--- config.mk ---
export PLATFORM = sky130hd
export DESIGN_NAME = hex_scan_ctrl
export DESIGN_NICKNAME = d
export VERILOG_FILES = /design/src/rtl/hex_scan_ctrl.sv
export SDC_FILE = /design/constraint.sdc
export NUM_CORES = 1
export LEC_CHECK = 0
export CAP_MARGIN = 20
export CORE_ASPECT_RATIO = 1.1
export CORE_MARGIN = 4
export CORE_UTILIZATION = 64
export DETAILED_ROUTE_END_ITERATION = 10
export DONT_BUFFER_PORTS = 1
export PLACE_DENSITY = 0.89
export SYNTH_ARGS = -nofsm -noshare
export SYNTH_HDL_FRONTEND = slang
export SYNTH_SLANG_ARGS = --single-unit
--- constraint.sdc ---
create_clock -name AClkH -period 3.9 [get_ports AClkH]
set_input_delay 0.975 -clock AClkH [delete_from_list [all_inputs] [get_ports AClkH]]
set_output_delay 0.975 -clock AClkH [all_outputs]
set_load 0.01 [all_outputs]
--- src/rtl/hex_scan_ctrl.sv ---
// hex_scan_ctrl: once-per-frame snapshot of the hex/LED peripheral state and
// time-multiplexed drive of a 4-digit common-anode 7-segment display with
// a blanking gap at the start of each digit slot and on-time brightness.
module hex_scan_ctrl #(
   parameter int CDivLen     = 16,
   parameter int CBlankTicks = 2
) (
   input  logic               AClkH,
   input  logic               AResetH,
   input  logic               AClkHEn,
   input  logic [15:0]        ADataHex,
   input  logic [3:0]         ADotMask,
   input  logic [3:0]         ADigitEn,
   input  logic [3:0]         ABright,
   input  logic [CDivLen-1:0] ADivLoad,
   output logic [6:0]         ASegN,
   output logic               ADpN,
   output logic [3:0]         ADigitN,
   output logic               AFrameSync
);

   typedef enum logic [0:0] {
      S_LATCH = 1'b0,
      S_SCAN  = 1'b1
   } state_t;

   localparam logic [4:0] BLANK_C = 5'(CBlankTicks);

   // Hex digit to segment pattern, gfedcba, active-high.
   function automatic logic [6:0] hexseg(input logic [3:0] nib);
      logic [6:0] seg;
      case (nib)
         4'h0:    seg = 7'h3F;
         4'h1:    seg = 7'h06;
         4'h2:    seg = 7'h5B;
         4'h3:    seg = 7'h4F;
         4'h4:    seg = 7'h66;
         4'h5:    seg = 7'h6D;
         4'h6:    seg = 7'h7D;
         4'h7:    seg = 7'h07;
         4'h8:    seg = 7'h7F;
         4'h9:    seg = 7'h6F;
         4'hA:    seg = 7'h77;
         4'hB:    seg = 7'h7C;
         4'hC:    seg = 7'h39;
         4'hD:    seg = 7'h5E;
         4'hE:    seg = 7'h79;
         4'hF:    seg = 7'h71;
         default: seg = 7'h00;
      endcase
      return seg;
   endfunction

   state_t             state_r,  state_s;
   logic [CDivLen-1:0] div_r,    div_s;
   logic [1:0]         idx_r,    idx_s;
   logic [3:0]         ph_r,     ph_s;
   logic [15:0]        hex_r,    hex_s;
   logic [3:0]         dot_r,    dot_s;
   logic [3:0]         en_r,     en_s;
   logic [3:0]         bright_r, bright_s;
   logic [6:0]         seg_r,    seg_s;
   logic               dp_r,     dp_s;
   logic [3:0]         digit_r,  digit_s;
   logic               sync_r,   sync_s;

   logic [4:0]         limit_s;
   logic [4:0]         limit_clip_s;
   logic [3:0]         nib_s;
   logic               active_s;

   // Next-state logic: frame latch, tick prescaler, phase and digit index.
   always_comb begin
      state_s  = state_r;
      div_s    = div_r;
      idx_s    = idx_r;
      ph_s     = ph_r;
      hex_s    = hex_r;
      dot_s    = dot_r;
      en_s     = en_r;
      bright_s = bright_r;
      sync_s   = 1'b0;
      case (state_r)
         S_LATCH: begin
            hex_s    = ADataHex;
            dot_s    = ADotMask;
            en_s     = ADigitEn;
            bright_s = ABright;
            div_s    = ADivLoad;
            idx_s    = 2'd0;
            ph_s     = 4'd0;
            sync_s   = 1'b1;
            state_s  = S_SCAN;
         end
         S_SCAN: begin
            if (div_r == {CDivLen{1'b0}}) begin
               div_s = ADivLoad;
               // Phase wraps 15 -> 0 by natural 4-bit overflow.
               ph_s  = ph_r + 4'd1;
               if (ph_r == 4'd15) begin
                  if (idx_r == 2'd3) begin
                     state_s = S_LATCH;
                  end else begin
                     idx_s = idx_r + 2'd1;
                  end
               end else begin
                  idx_s = idx_r;
               end
            end else begin
               div_s = div_r - CDivLen'(1);
            end
         end
         default: begin
            state_s = S_LATCH;
         end
      endcase
   end

   // Output decode from next-state values so pins switch with the FSM.
   always_comb begin
      limit_s      = BLANK_C + {1'b0, bright_s};
      limit_clip_s = (limit_s > 5'd16) ? 5'd16 : limit_s;
      nib_s        = hex_s[{idx_s, 2'b00} +: 4];
      active_s     = (state_s == S_SCAN) && en_s[idx_s] &&
                     ({1'b0, ph_s} >= BLANK_C) && ({1'b0, ph_s} < limit_clip_s);
      digit_s      = 4'hF;
      seg_s        = 7'h7F;
      dp_s         = 1'b1;
      if (active_s) begin
         digit_s = ~(4'b0001 << idx_s);
         seg_s   = ~hexseg(nib_s);
         dp_s    = ~dot_s[idx_s];
      end else begin
         digit_s = 4'hF;
         seg_s   = 7'h7F;
         dp_s    = 1'b1;
      end
   end

   // State, shadow and output registers; synchronous reset, enable-gated update.
   always_ff @(posedge AClkH) begin
      if (AResetH) begin
         state_r  <= S_LATCH;
         div_r    <= {CDivLen{1'b0}};
         idx_r    <= 2'd0;
         ph_r     <= 4'd0;
         hex_r    <= 16'h0000;
         dot_r    <= 4'h0;
         en_r     <= 4'h0;
         bright_r <= 4'h0;
         seg_r    <= 7'h7F;
         dp_r     <= 1'b1;
         digit_r  <= 4'hF;
         sync_r   <= 1'b0;
      end else if (AClkHEn) begin
         state_r  <= state_s;
         div_r    <= div_s;
         idx_r    <= idx_s;
         ph_r     <= ph_s;
         hex_r    <= hex_s;
         dot_r    <= dot_s;
         en_r     <= en_s;
         bright_r <= bright_s;
         seg_r    <= seg_s;
         dp_r     <= dp_s;
         digit_r  <= digit_s;
         sync_r   <= sync_s;
      end else begin
         state_r  <= state_r;
         div_r    <= div_r;
         idx_r    <= idx_r;
         ph_r     <= ph_r;
         hex_r    <= hex_r;
         dot_r    <= dot_r;
         en_r     <= en_r;
         bright_r <= bright_r;
         seg_r    <= seg_r;
         dp_r     <= dp_r;
         digit_r  <= digit_r;
         sync_r   <= sync_r;
      end
   end

   assign ASegN      = seg_r;
   assign ADpN       = dp_r;
   assign ADigitN    = digit_r;
   assign AFrameSync = sync_r;

endmodule

==> metrics, run 1 <==
status=finished, final reports clean; Final ANT Viol Nets=0; Core ar.=5770 sq um; final-stage net count=538; IO Count=60; Mapped Nets=556; FMAX=273 MHz; Tmin final=3670 ps; number of synthesized register bits=64; max_cap viols=0; Num CTS Buffers=9; ys async rst share=0; Placed Instances=544; overall routing resource usage=0.277; top cells by area, synth=dfxtp_1 (34%), nand2_1 (9.5%), a21oi_1 (6.1%); top cell type's share of synthesized area=0.337; synth warn=0; Crit Path Category=flip-flop to flip-flop; HP Class=flip-flop to flip-flop; Fill cells=449; post-route clock skew=9.47 ps; RSZ-0062 raised after global routing=false; Clk pin slew, worst setup/hold paths=70 ps; CP cell instances=inv_1 > ha_1 > nor3b_4 > nand3_4 > or2_4 > nor2_4 > xnor2_1 > nor2_1 > ha_1 > a21boi_0 > a221oi_1 > o211ai_1 > a211o_2 > a311o_1 > o32a_1; EDFF count, synth=0; Worst Path Max Fanout=9; Critical Path AT=3900 ps; Power Internal=0.00122 W; initial DRC count=330; Main synth FF type=dfxtp_1; cell taking the most area after synthesis=dfxtp_1; number of port buffers=0; initial antenna violation count=0; TritonCTS clock tree=built; vias in the first global route=3,365; DR pass1 iterations=5; final slew viol count=0; clock share of power=0.403; Rel. slew slack=0.326; Remaining DRCs=0; Tot Pwr=0.00168 W; Leakage Power=1.51 nW; Area Overhead vs Synth=6.12%; Via density=6.43; final wirelength=9.58 mm; height of the die=88.9 microns; Critical Path RT=4130 ps; DP Wirelength=6.36 mm; final hold vios=0; maximum VDD drop=0.000294 V; Final Cycle Share=0.940; CP peak stage delay=380 ps; layout cells sized above 1=0.0973; Die W=81.5 microns; Startpoint Class=flip-flop; Flop pwr share=0.428; Syn Inst Count=497; setup bufs post-CTS=0; most frequent CP cell=ha_1; die footprint=7240 sq um; Final setup viols=0; drt wl/cell=17.1 microns; Distinct cells, synth=67; Switching Fraction=0.271; global route overflow=0; CTS root buffer=clkbuf_8; maximum clock path buffer count=2; Worst Setup End Kind=flip-flop; Pwr Density=415 nW/um^2; first-pass GRT wire length=15.6 mm; Comb pwr share=0.169; Worst-Margin Slew=1010 ps; # diodes=0; H-Tree Depth=3; Final GP Congestion=0.908; Vias=3,601; mapped cell area=3800 sq um; Mapped Avg Cell Area=7.66 sq um; Final Non-Filler Cells=560; pin count of the biggest net entering global routing=67; hold_buf cts=0; clk sink count=64; CP Buf/Inv Count=1; P_sw=0.000454 W; final setup TNS=0 ps; register area share after synthesis=0.337; crit-path leading delay family=compound AO/OA/AOI/OAI gates; std cell rows=29; Skew-Pair Late Insertion Delay=350 ps; Worst path slowest cell=a211o_2; Initial Util=0.660
## synth_stat cells, types with 3 or more instances
library cell	instances
nand2_1	96
dfxtp_1	64
a21oi_1	46
nor2_1	43
o21ai_0	27
clkbuf_1	22
nor3_1	19
a22oi_1	14
inv_1	13
ha_1	12
nand3_1	12
mux2i_1	11
a211oi_1	8
mux2_2	7
nand2b_1	6
nand4_1	6
buf_2	4
buf_6	4
o22ai_1	4
a211o_1	3
nor3b_1	3
o211ai_1	3
o21bai_1	3
or3_1	3
## timing repair
action,in CTS,in global routing
endpoints found under the setup margin,0,10
hold endpoints to repair,0,0
resized for setup,0,5
## registers in the layout, indices dropped and copies added (netlist names)
name        flops
ADigitN         4
ADpN            1
AFrameSync      1
ASegN           7
bright_r        4
div_r          16
dot_r           4
en_r            4
hex_r          16
idx_r           2
ph_r            4
state_r         1
## logic make-up after synthesis
logic type               after synthesis  share of synthesized area
AND/OR/NAND/NOR                      214                      0.266
buffers and inverters                 47                     0.0575
XOR/XNOR                               2                    0.00460
adder cells (fa/ha/maj)               12                     0.0395
flip-flops                            64                      0.337
multiplexers                          19                     0.0526
AO/OA/AOI/OAI                        139                      0.243
## path summary, 6_finish.rpt
kind,from,to,slack (ps),cells after the start
worst min register to register,hex_r[3]$_SDFFE_PP0P_,hex_r[3]$_SDFFE_PP0P_,450,2
worst max register to register,div_r[0]$_SDFFE_PP0P_,ASegN[1]$_SDFFE_PP1P_,230,15
worst min-delay path,hex_r[3]$_SDFFE_PP0P_,hex_r[3]$_SDFFE_PP0P_,450,2
worst max-delay path,div_r[0]$_SDFFE_PP0P_,ASegN[1]$_SDFFE_PP1P_,230,15
## layer usage
layer | part of all wire | GRT usage | vias up
li1 | - | - | 1738
met1 | 0.41 | 0.343 | 1679
met2 | 0.48 | 0.447 | 151
met3 | 0.081 | 0.0804 | 33
met4 | 0.034 | 0.123 | 0
met5 | 0 | 0 | -
## per-stage QoR
step / util / hold slack, ps / setup slack [ps] / instance area [sq um]
after floorplan: - / 436 / 455 / 3800
after global placement: 0.652 / 436 / 353 / 3760
after detailed placement: 0.652 / 441 / 229 / 3760
after CTS: 0.694 / 450 / 101 / 4000
after global routing: 0.700 / 467 / 1.53 / 4040
final: 0.700 / 454 / 234 / 4040
## worst register-to-register path, cell delays in order, from the launching register on
cell and delay [ps]:
dfxtp_1 340, inv_1 60, ha_1 210, nor3b_4 330, nand3_4 160, or2_4 300, nor2_4 100, xnor2_1 150
nor2_1 100, ha_1 310, a21boi_0 170, a221oi_1 310, o211ai_1 130, a211o_2 380, a311o_1 350, o32a_1 150
## power groups by stage
stage	Clock [W]	Combinational, W	Sequential (W)
5_1_grt	0.000710	0.000316	0.000721
6_report	0.000676	0.000283	0.000718
3_5_place_dp	0	0.000265	0.000730
3_3_place_gp	0	0.000255	0.000728
2_1_floorplan	0	0.000236	0.000720
4_1_cts	0.000679	0.000269	0.000716
## layout make-up
class / instances / area, sq um / area share
clock buffers: 13 / 179 / 0.0443
clock inverters: 2 / 60.1 / 0.0149
inverters: 13 / 48.8 / 0.0121
multi-input cells: 386 / 2330 / 0.576
flip-flops and latches: 64 / 1280 / 0.317
well taps: 77 / 96.3 / 0.0239
repair buffers: 5 / 45.0 / 0.0112
## placed cells by master (no fill, tap or decap), types with 4 or more instances in the layout
master,instances
ha_1,12
nand2b_1,6
clkbuf_8,13
dfxtp_1,64
inv_1,13
mux2_2,7
o22ai_1,4
nand3_1,12
nand2_1,96
nand4_1,6
o21ai_0,27
mux2i_1,11
nor2_1,42
a21oi_1,46
a22oi_1,14
a211oi_1,8
buf_4,4
nor3_1,19
Power figures use the tool's default switching activity.
==> run 2: changes to the inputs <==
==> constraint.sdc (replaced) <==
create_clock -name AClkH -period 3.9 [get_ports AClkH]
set_input_delay 1.17 -clock AClkH [delete_from_list [all_inputs] [get_ports AClkH]]
set_output_delay 1.17 -clock AClkH [all_outputs]
set_load 0.01 [all_outputs]
==> run 2 against run 1 <==
Against the previous run: power up 4.9%; critical endpoint unchanged; final cell count grew 0.54%; final area increased by 0.59%; wire length down 2.0%; global-route usage shrank 0.61 points; non-clock buffer count grew 2; flip-flop and latch count stayed put; critical path type unchanged; utilization is 0.41 points higher; die area is the same; highest routed layer unchanged; clock skew up 0.73 ps.
==> metrics, run 2 (synthesis results as in run 1) <==
status=finished, final reports clean; leading cell type in the layout, fill and taps excluded=nand2_1; CP Buf/Inv Count=1; initial DRC count=310; commonest cells after routing, fill and taps aside=nand2_1 (96), dfxtp_1 (64), a21oi_1 (46), nor2_1 (43), o21ai_0 (27); number of port buffers=0; drt wl/cell=16.7 microns; worst slack at placement=128 ps; HP Class=flip-flop to flip-flop; Num CTS Buffers=9; die footprint=7240 sq um; final hold vios=0; Crit Path Category=flip-flop to flip-flop; FMAX=272 MHz; Leakage Power=1.52 nW; Tot Pwr=0.00176 W; Switching Fraction=0.270; CTS root buffer=clkbuf_8; clk sink count=64; initial antenna violation count=0; Comb pwr share=0.158; setup bufs post-CTS=0; CP cell instances=inv_1 > ha_1 > nor3b_2 > nand3_2 > or2_1 > nor2_4 > xnor2_1 > nor2_1 > ha_1 > a21boi_0 > a221oi_1 > o211ai_1 > a211o_1 > a311o_1 > o32a_1; clock share of power=0.436; IO Count=60; RSZ-0062 raised after global routing=false; DP Wirelength=6.32 mm; Critical Path AT=3910 ps; Die W=81.5 microns; Remaining DRCs=0; Critical Path RT=4130 ps; Pwr Density=433 nW/um^2; Core Util, Final=0.704; Worst-Margin Slew=1000 ps; H-Tree Depth=3; global route overflow=0; most frequent CP cell=ha_1; Rel. slew slack=0.329; Area Overhead vs Synth=6.74%; final setup TNS=0 ps; first-pass GRT wire length=15.3 mm; height of the die=88.9 microns; maximum VDD drop=0.000329 V; Tmin final=3680 ps; vias in the first global route=3,349; post-route clock skew=10.2 ps; std cell rows=29; overall routing resource usage=0.271; maximum clock path buffer count=2; Power Internal=0.00128 W; Worst Path Max Fanout=7; DR pass1 iterations=5; Initial Util=0.660; setup slack after layout=219 ps; Skew-Pair Late Insertion Delay=350 ps; Clk pin slew, worst setup/hold paths=70 ps; Startpoint Class=flip-flop; final wirelength=9.39 mm; Fill cells=457; Vias=3,663; Via density=6.51; Worst path slowest cell=a211o_1; Final GP Congestion=0.900; pin count of the biggest net entering global routing=67; Final Cycle Share=0.944; crit-path leading delay family=compound AO/OA/AOI/OAI gates; # diodes=0; layout cells sized above 1=0.0967; Core ar.=5770 sq um; P_sw=0.000476 W; final-stage net count=540; CP peak stage delay=400 ps; Final setup viols=0; TritonCTS clock tree=built; Final ANT Viol Nets=0; hold_buf cts=0; max_cap viols=0; Flop pwr share=0.407; PostCTS Resize Cnt=0; final slew viol count=0; Worst Setup End Kind=flip-flop
[run 2: changes by cell type in the layout (fill, tap and decap cells not counted), sizes merged]
cell      change
bufinv        +2
clkbuf        -4
clkinvlp      +2
clkinv        +1
buf           +2
[run 2: area by class of cell]
cell class	count	area (sq um)	area share
Clock buffer	9	124	0.0305
Sequential cell	64	1280	0.315
Clock inverter	7	144	0.0354
Multi-Input combinational cell	386	2310	0.568
Timing Repair Buffer	7	60.1	0.0148
Tap cell	77	96.3	0.0237
Inverter	13	48.8	0.0120
[run 2: power groups by stage]
stage	Combinational [W]	Sequential, W	Clock, W
after CTS	0.000271	0.000715	0.000775
after floorplan	0.000236	0.000720	0
after detailed placement	0.000268	0.000729	0
final	0.000277	0.000716	0.000766
after global placement	0.000256	0.000727	0
after global routing	0.000308	0.000720	0.000806
[run 2: routing by layer]
| layer | wire length, microns | global-route usage |
|---|---|---|
| met5 | 0 | 0 |
| met4 | 396 | 0.174 |
| met3 | 678 | 0.0815 |
| met2 | 4430 | 0.416 |
| met1 | 3880 | 0.330 |
[run 2: worst reg2reg max path: stages, from the launching register on]
cell and delay [ps]:
dfxtp_1 340, inv_1 70, ha_1 200, nor3b_2 300, nand3_2 220, or2_1 300
nor2_4 100, xnor2_1 160, nor2_1 120, ha_1 300, a21boi_0 140, a221oi_1 280
o211ai_1 130, a211o_1 400, a311o_1 350, o32a_1 150
[run 2: per-stage QoR]
stage	instance area [sq um]	instances	hold WS [ps]
3_5_place_dp	3780	546	445
3_3_place_gp	3780	546	436
4_1_cts	4050	562	456
2_1_floorplan	3800	497	436
6_report	4060	563	456
5_1_grt	4060	563	475
[run 2: worst paths after layout]
| path | startpoint | end | slack (ps) | depth (start not counted) |
|---|---|---|---|---|
| max | div_r[0]$_SDFFE_PP0P_ | ASegN[1]$_SDFFE_PP1P_ | 220 | 15 |
| min | hex_r[3]$_SDFFE_PP0P_ | hex_r[3]$_SDFFE_PP0P_ | 460 | 2 |
| max reg2reg | div_r[0]$_SDFFE_PP0P_ | ASegN[1]$_SDFFE_PP1P_ | 220 | 15 |
| min reg2reg | hex_r[3]$_SDFFE_PP0P_ | hex_r[3]$_SDFFE_PP0P_ | 460 | 2 |
